**config.mk**
```make
export PLATFORM = sky130hd
export DESIGN_NAME = seq_frame_scanner_flat
export DESIGN_NICKNAME = d
export VERILOG_FILES = /design/src/rtl/seq_frame_scanner_if.sv /design/src/rtl/seq_frame_scanner.sv /design/src/flat_wrapper.sv
export SDC_FILE = /design/constraint.sdc
export NUM_CORES = 1
export LEC_CHECK = 0
export CAP_MARGIN = 20
export CORE_AREA = 2 2 77 79
export DETAILED_ROUTE_END_ITERATION = 7
export DIE_AREA = 0 0 79 81
export REMOVE_ABC_BUFFERS = 1
export SLEW_MARGIN = 20
export SYNTH_ARGS = -nofsm -noshare
export SYNTH_HDL_FRONTEND = slang
export SYNTH_SLANG_ARGS = --single-unit
```
**constraint.sdc**
```tcl
create_clock -name clk -period 5.4 [get_ports clk]
set_input_delay 1.08 -clock clk [delete_from_list [all_inputs] [get_ports clk]]
set_output_delay 1.08 -clock clk [all_outputs]
set_load 0.03 [all_outputs]
```
**src/rtl/seq_frame_scanner_if.sv**
```systemverilog
// Word-in / count-out handshake bundle for seq_frame_scanner.
// The slave modport is the scanner; the master modport is the producer/consumer side.
interface seq_frame_scanner_if #(
  parameter int WORD_W = 16,
  parameter int CNT_W  = 5
);
  logic              in_valid;
  logic              in_ready;
  logic [WORD_W-1:0] in_data;
  logic              in_keep;
  logic              busy;
  logic              out_valid;
  logic              out_ready;
  logic [CNT_W-1:0]  out_count;
  logic              out_hit;

  modport slave (
    input  in_valid, in_data, in_keep, out_ready,
    output in_ready, busy, out_valid, out_count, out_hit
  );

  modport master (
    output in_valid, in_data, in_keep, out_ready,
    input  in_ready, busy, out_valid, out_count, out_hit
  );
endinterface

```
**src/rtl/seq_frame_scanner.sv**
```systemverilog
// Serialises each accepted word MSB-first through an overlapping pattern matcher
// and returns the saturated per-word match count on a valid/ready result port.
module seq_frame_scanner #(
  parameter int                 WORD_W  = 16,
  parameter int                 PAT_LEN = 7,
  parameter logic [PAT_LEN-1:0] PAT     = 7'b0011010,
  parameter int                 CNT_W   = 5
) (
  input  logic                 clk,
  input  logic                 rst,
  seq_frame_scanner_if.slave   bus
);

  localparam int IDX_W  = (WORD_W > 1) ? $clog2(WORD_W) : 1;
  localparam int FILL_W = (PAT_LEN > 1) ? $clog2(PAT_LEN) : 1;
  localparam logic [FILL_W-1:0] FILL_MAX = FILL_W'(PAT_LEN - 1);

  typedef enum logic [1:0] {
    S_IDLE   = 2'd0,
    S_SHIFT  = 2'd1,
    S_REPORT = 2'd2
  } state_t;

  state_t              r_state;
  state_t              w_state_nxt;
  logic [WORD_W-1:0]   r_word;
  logic [IDX_W-1:0]    r_idx;
  logic [CNT_W-1:0]    r_count;
  logic [PAT_LEN-2:0]  r_hist;
  logic [FILL_W-1:0]   r_fill;

  logic                w_accept;
  logic                w_bit;
  logic [PAT_LEN-1:0]  w_win;
  logic                w_match;

  function automatic logic [CNT_W-1:0] sat_inc(input logic [CNT_W-1:0] v);
    return (v == {CNT_W{1'b1}}) ? v : v + CNT_W'(1);
  endfunction

  assign w_accept = (r_state == S_IDLE) && bus.in_valid;
  assign w_bit    = r_word[r_idx];
  assign w_win    = {r_hist, w_bit};
  // A window is only trusted once PAT_LEN-1 real bits sit in the history.
  assign w_match  = (r_fill >= FILL_MAX) && (w_win == PAT);

  always_ff @(posedge clk or negedge rst) begin
    if (!rst) r_state <= S_IDLE;
    else      r_state <= w_state_nxt;
  end

  always_comb begin
    w_state_nxt = r_state;
    case (r_state)
      S_IDLE:   if (bus.in_valid)   w_state_nxt = S_SHIFT;
      S_SHIFT:  if (r_idx == '0)    w_state_nxt = S_REPORT;
      S_REPORT: if (bus.out_ready)  w_state_nxt = S_IDLE;
      default:                      w_state_nxt = S_IDLE;
    endcase
  end

  always_comb begin
    bus.in_ready  = (r_state == S_IDLE);
    bus.busy      = (r_state != S_IDLE);
    bus.out_valid = (r_state == S_REPORT);
    bus.out_count = (r_state == S_REPORT) ? r_count : '0;
    bus.out_hit   = (r_state == S_REPORT) && (r_count != '0);
  end

  always_ff @(posedge clk or negedge rst) begin
    if (!rst) begin
      r_word  <= '0;
      r_idx   <= '0;
      r_count <= '0;
      r_hist  <= '0;
      r_fill  <= '0;
    end else begin
      case (r_state)
        S_IDLE: begin
          if (w_accept) begin
            r_word  <= bus.in_data;
            r_idx   <= IDX_W'(WORD_W - 1);
            r_count <= '0;
            if (!bus.in_keep) begin
              r_hist <= '0;
              r_fill <= '0;
            end
          end
        end
        S_SHIFT: begin
          if (w_match) r_count <= sat_inc(r_count);
          r_hist <= w_win[PAT_LEN-2:0];
          if (r_fill != FILL_MAX) r_fill <= r_fill + FILL_W'(1);
          r_idx  <= r_idx - IDX_W'(1);
        end
        default: ;
      endcase
    end
  end

endmodule

```
**src/flat_wrapper.sv**
```systemverilog
// flat-port wrapper written by rule: the top's interface ports become plain ports
module seq_frame_scanner_flat 
#(
  parameter int                 WORD_W  = 16,
  parameter int                 PAT_LEN = 7,
  parameter logic [PAT_LEN-1:0] PAT     = 7'b0011010,
  parameter int                 CNT_W   = 5
)
  (clk, rst, bus_in_valid, bus_in_data, bus_in_keep, bus_out_ready, bus_in_ready, bus_busy, bus_out_valid, bus_out_count, bus_out_hit);
  seq_frame_scanner_if #(.WORD_W(WORD_W), .CNT_W(CNT_W)) bus_i ();
  input  logic clk;
  input  logic rst;
  input wire logic [$bits(bus_i.in_valid)-1:0] bus_in_valid;
  input wire logic [$bits(bus_i.in_data)-1:0] bus_in_data;
  input wire logic [$bits(bus_i.in_keep)-1:0] bus_in_keep;
  input wire logic [$bits(bus_i.out_ready)-1:0] bus_out_ready;
  output wire logic [$bits(bus_i.in_ready)-1:0] bus_in_ready;
  output wire logic [$bits(bus_i.busy)-1:0] bus_busy;
  output wire logic [$bits(bus_i.out_valid)-1:0] bus_out_valid;
  output wire logic [$bits(bus_i.out_count)-1:0] bus_out_count;
  output wire logic [$bits(bus_i.out_hit)-1:0] bus_out_hit;
  assign bus_i.in_valid = bus_in_valid;
  assign bus_i.in_data = bus_in_data;
  assign bus_i.in_keep = bus_in_keep;
  assign bus_i.out_ready = bus_out_ready;
  assign bus_in_ready = bus_i.in_ready;
  assign bus_busy = bus_i.busy;
  assign bus_out_valid = bus_i.out_valid;
  assign bus_out_count = bus_i.out_count;
  assign bus_out_hit = bus_i.out_hit;
  seq_frame_scanner #(.WORD_W(WORD_W), .PAT_LEN(PAT_LEN), .PAT(PAT), .CNT_W(CNT_W)) u_core (.clk(clk), .rst(rst), .bus(bus_i));
endmodule
```
[After elaboration in Yosys (flattened, before gate mapping)]
Cells that the tools add are included.
Word-level totals
  register bits after elaboration: 36
  logic and storage cells: 58
  output and inout bits: 9
  input port bits: 21
Operators by class
  $lt $le $gt $ge: 2
  multiplexer cells: 20
  equality and inequality tests: 13
  add/sub/neg operators: 3
  reductions and logical operators: 14
Operators by type and width (number)
  two-way mux 5 bit: 4
  two-way mux 6 bit: 2
  one-hot mux 6 bit (2 select lines): 1
  one-hot mux 5 bit (2 select lines): 1
  two-way mux 3 bit: 3
  inequality test 2 x 1 -> 1 bit (second input constant): 4
  inequality test 2 bit (second input constant): 4
  one-hot mux 4 bit (2 select lines): 1
  AND reduction 4 bit: 2
  equality test 7 x 5 -> 1 bit (second input constant): 1
  two-way mux 2 bit: 3
  one-hot mux 2 bit (3 select lines): 1
  one-hot mux 3 bit (2 select lines): 1
  AND reduction 3 bit: 2
  adder 5 x 1 -> 5 bit (second input constant): 1
  equality test 5 bit (second input constant): 1
  < comparator 4 x 5 -> 1 bit (second input constant): 1
  nonzero test 5 bit: 1
  binary-select mux 1 bit (select 4 bit): 1
  zero test 4 bit: 1
  two-way mux 4 bit: 1
  AND reduction 2 bit: 2
  nonzero test 2 bit: 2
  subtractor 4 x 1 -> 4 bit (second input constant): 1
  other kinds (8): 10

[Depth between registers and ports, before layout]
  depth after elaboration: 6
  gate-level depth with buffers: 8
  mapped depth without buffers: 8

[Worst setup path before layout]
No wires, ideal clock.
  kind: register -> output
  start point: register u_core.r_state[0]
  end point: output port bus_busy
  arrival time: 1.279 ns
  buffers on the path: 1
  cell stages (with the launch flop): 4
  slack: 3.041 ns
  required time: 4.320 ns
  cell sequence: dfrtp_1 buf_4 nor2_1 inv_1
On the way
  word-level cells in the longest chain between the ends: 1
RTL lines
  start, declared: line seq_frame_scanner.sv:24  | state_t r_state;
  start signal, assigned: line seq_frame_scanner.sv:49  | else r_state <= w_state_nxt;
  nonzero test 2 bit: line seq_frame_scanner.sv:64  | bus.busy = (r_state != S_IDLE);
  end, declared: line flat_wrapper.sv:18  | output wire logic [$bits(bus_i.busy)-1:0] bus_busy;
No other way between the ends.

[Worst setup path in the final report]
  start point: register u_core.r_state[0]
  end point: output port bus_out_count[3]
On the way
  word-level cells in the longest chain between the ends: 2
RTL lines
  equality test 2 bit: line seq_frame_scanner.sv:66  | bus.out_count = (r_state == S_REPORT) ? r_count : '0;
  two-way mux 5 bit: line seq_frame_scanner.sv:66
  end, declared: line flat_wrapper.sv:20  | output wire logic [$bits(bus_i.out_count)-1:0] bus_out_count;
No other way between the ends.

==> reports/qor.csv <==
stage,metric,value,unit
outcome,outcome,finished clean,
setup_path,critical_path.startpoint_type,flop,
placed_design,detailed_place_hpwl,2.54,mm
routing,drc,0,
cells_and_area,num_antenna_cells,0,
grt,grt_max_degree,37,
routing,wl,3.71,mm
routing,drt-pass1-iter-count,4,
placed_design,input_output_buffers,29,
floorplanning,floorplan.core_area,0.00568,mm^2
sta,report.final.setup_viol,0,
yosys,synth_top_cells_by_area,"dfrtp_1 (48%), nand2_1 (12%), mux2i_1 (4.8%)",
power_and_ir_drop,combPwrFrac,0.379,
yosys,synth_largest_area_cell,dfrtp_1,
power_and_ir_drop,net-switching-power,445,uW
routing,dr_total_vias,1454,
floorplanning,start_util,0.331,
setup_path,timing.critical_path.arrival,1910,ps
clocking,tritoncts.num_buffers,5,
cells_and_area,total_area_of_multi_input_combinational_cells,883,um^2
clocking,cts.htree.levels,2,
yosys,postSynthRegisterBits,36,
cells_and_area,sequential_cell_area,901,um^2
power_and_ir_drop,clkPwrFrac,0.179,
yosys,synthesized_area_divided_by_synthesized_cell_count,9.34,um^2
sta,timing.final.max_slew_violations,0,
cells_and_area,design.final.nets,255,
sta,clock_skew,9.58,ps
cells_and_area,syn2layout_area_growth,22.4,%
setup_path,crit_fanout,8,
routing,final_antenna_net_count,0,
sta,relative_slew_slack,0.498,
yosys,yosysWarnings,0,
clocking,path_clk_slew,80,ps
power_and_ir_drop,power_switching_share,0.397,
grt,globalRouteOverflowTotal,0,
clocking,cts_repair_resize_count,0,
yosys,synth-seq-area-share,0.480,
sta,report.final.hold_viol_count,0,
sta,rsz0062_at_grt,false,
power_and_ir_drop,power_per_cell_area,487,mW/mm^2
floorplanning,die_area,0.00640,mm^2
clocking,worstSkewPairLatency,290,ps
floorplanning,rows,28,
yosys,synth-edff-count,0,
setup_path,setup.worst_path.end_class,primary output,
yosys,syn-cell-area,0.00188,mm^2
cells_and_area,num-fill-cells,600,
power_and_ir_drop,internal_power,675,uW
power_and_ir_drop,sequential_fraction_of_design_power,0.441,
grt,first_pass_grt_wire_length,6.21,mm
clocking,cts-root-buf,clkbuf_8,
yosys,synth_top_area_frac,0.480,
grt,number_of_antenna_violations_at_the_first_check_in_global_routing,0,
yosys,synthCells,201,
sta,fin_setup_tns,0,ps
grt,grt_pass1_vias,1347,
sta,achievable-frequency,0.334,GHz
yosys,ys_async_sr_fraction,1.00,
routing,routed_via_density,4.78,
placed_design,gp_routability_congestion,0.766,
routing,detailedRoute.firstIterationViolations,45,
clocking,maximum_clock_path_buffer_count,2,
sta,max_slew.worst_pin.slew,752,ps
clocking,post_cts.repair.setup_buffers,0,
yosys,netlist-cell-type-count,36,
clocking,clkSinkCount,36,
sta,fin_crit_sh,0.554,
floorplanning,die_y,81,um
floorplanning,top_level_ports,30,
cells_and_area,finalCoreUtilization,0.405,
yosys,synth_ff_type,dfrtp_1,
clocking,cts_tree,yes,
routing,wl_per_cell,12.2,um
sta,post-route-min-period,2990,ps
job,cap_viol_max_count,0,
setup_path,crit_type,reg2out,
power_and_ir_drop,vdd.ir_drop.worst,0.199,mV
grt,total_global_routing_track_utilization,0.126,
clocking,cts-hold-fix-buffers,0,
worst_hold_path,path_category_of_the_worst_min_delay_check,reg2reg,
setup_path,crit_required,4320,ps
floorplanning,die-width,79,um
cells_and_area,post_route_cells_drive_above_1_share,0.0699,
power_and_ir_drop,total_leakage_power,0.00111,uW
-- cells in the final DEF, fill, tap and decap left out --
cell,synthesis,routed
nand2_1,59,59
dfrtp_1,36,36
clkdlybuf4s50_1,0,29
nor2_1,10,10
mux2i_1,9,9
inv_1,8,8
o21ai_0,8,8
ha_1,6,6
clkbuf_8,0,6
and2_1,5,5
nor2b_1,4,4
a31o_1,4,4
a21oi_1,4,4
a22o_1,4,4
and3_1,3,3
nand3b_1,3,3
o22ai_1,3,3
nand3_1,3,3
nand2b_1,2,2
nor4b_1,2,2
nor4_4,2,2
or3b_2,2,2
or3_1,2,2
o211a_1,2,2
nor3_1,2,2
clkinv_2,0,2
o21bai_1,1,1
or3b_1,1,1
o22ai_2,1,1
nand2_2,1,1
a311oi_1,1,1
nor4_1,1,1
a31o_2,1,1
a31oi_1,1,1
buf_4,2,1
-- logic make-up (layout without fill, tap and decap cells) --
family                   Yosys count  count (layout)  synth area share
AO/OA/AOI/OAI                     30              30             0.113
adder cells (fa/ha/maj)            6               6            0.0400
buffers and inverters             18              46            0.0500
flip-flops                        36              36             0.480
multiplexers                       9               9            0.0480
AND/OR/NAND/NOR                  102             102             0.269
-- cell type report --
class                   instances  area share
multi-input cells             147       0.384
repair buffers                 30       0.130
clock buffers                   6      0.0359
inverters                       8      0.0131
well taps                      75      0.0408
clock inverters                 2     0.00435
flip-flops and latches         36       0.392
-- stage by stage --
step                hold WS, ps  setup WS [ps]  cell area (um^2)  total power [uW]  cells
floorplan                   445           3100              1810               796    191
global placement            460           2750              2210               916    296
detailed placement          464           2700              2210               929    296
CTS                         481           2390              2300              1130    304
global route                500           2250              2300              1220    304
finish                      477           2410              2300              1120    304
-- routing by layer --
layer | GRT usage | part of all wire
met1 | 0.149 | 0.47
met2 | 0.212 | 0.47
met5 | 0 | 0
met3 | 0.0478 | 0.044
met4 | 0.0414 | 0.013
-- path summary, 6_finish.rpt --
path | endpoint | depth (start not counted) | slack (ps) | from
setup / recovery | bus_out_count[3] | 4 | 2410 | u_core.r_state[0]$_DFFE_PN0P_
hold / removal | u_core.r_word[6]$_DFFE_PN0P_ | 2 | 480 | u_core.r_word[6]$_DFFE_PN0P_
setup reg to reg | u_core.r_count[2]$_DFFE_PN0P_ | 8 | 2950 | u_core.r_count[0]$_DFFE_PN0P_
hold reg to reg | u_core.r_word[6]$_DFFE_PN0P_ | 2 | 480 | u_core.r_word[6]$_DFFE_PN0P_
max in group asynchronous | u_core.r_word[8]$_DFFE_PN0P_ | 2 | 3870 | rst
min in group asynchronous | u_core.r_hist[4]$_DFFE_PN0P_ | 2 | 1200 | rst
-- power groups by stage --
stage | Combinational (uW) | Clock [uW] | Sequential, uW
2_1_floorplan | 330 | 0 | 466
3_3_place_gp | 422 | 0 | 494
3_5_place_dp | 432 | 0 | 497
4_1_cts | 433 | 208 | 492
5_1_grt | 491 | 218 | 511
6_report | 425 | 201 | 494
-- sequential cells by signal (all words and copies together), names as in the netlist --
signal,cells
u_core.r_word,16
u_core.r_count,5
u_core.r_hist,6
u_core.r_idx,4
u_core.r_state,2
u_core.r_fill,3
-- Yosys cell counts (all sizes together), types with 4 or more instances --
cell	number
inv	8
nand2	60
nor2b	4
and2	5
o22ai	4
a21oi	4
a22o	4
o21ai	8
dfrtp	36
nor2	10
a31o	5
buf	8
mux2i	9
ha	6
-- worst max-delay path, cell delays in order, from the launching register on --
cell and delay, ps:
dfrtp_1 460, nand2b_1 250, inv_1 120, and2_1 130, clkdlybuf4s50_1 660
Note: power is estimated with default switching activity, not from simulation.
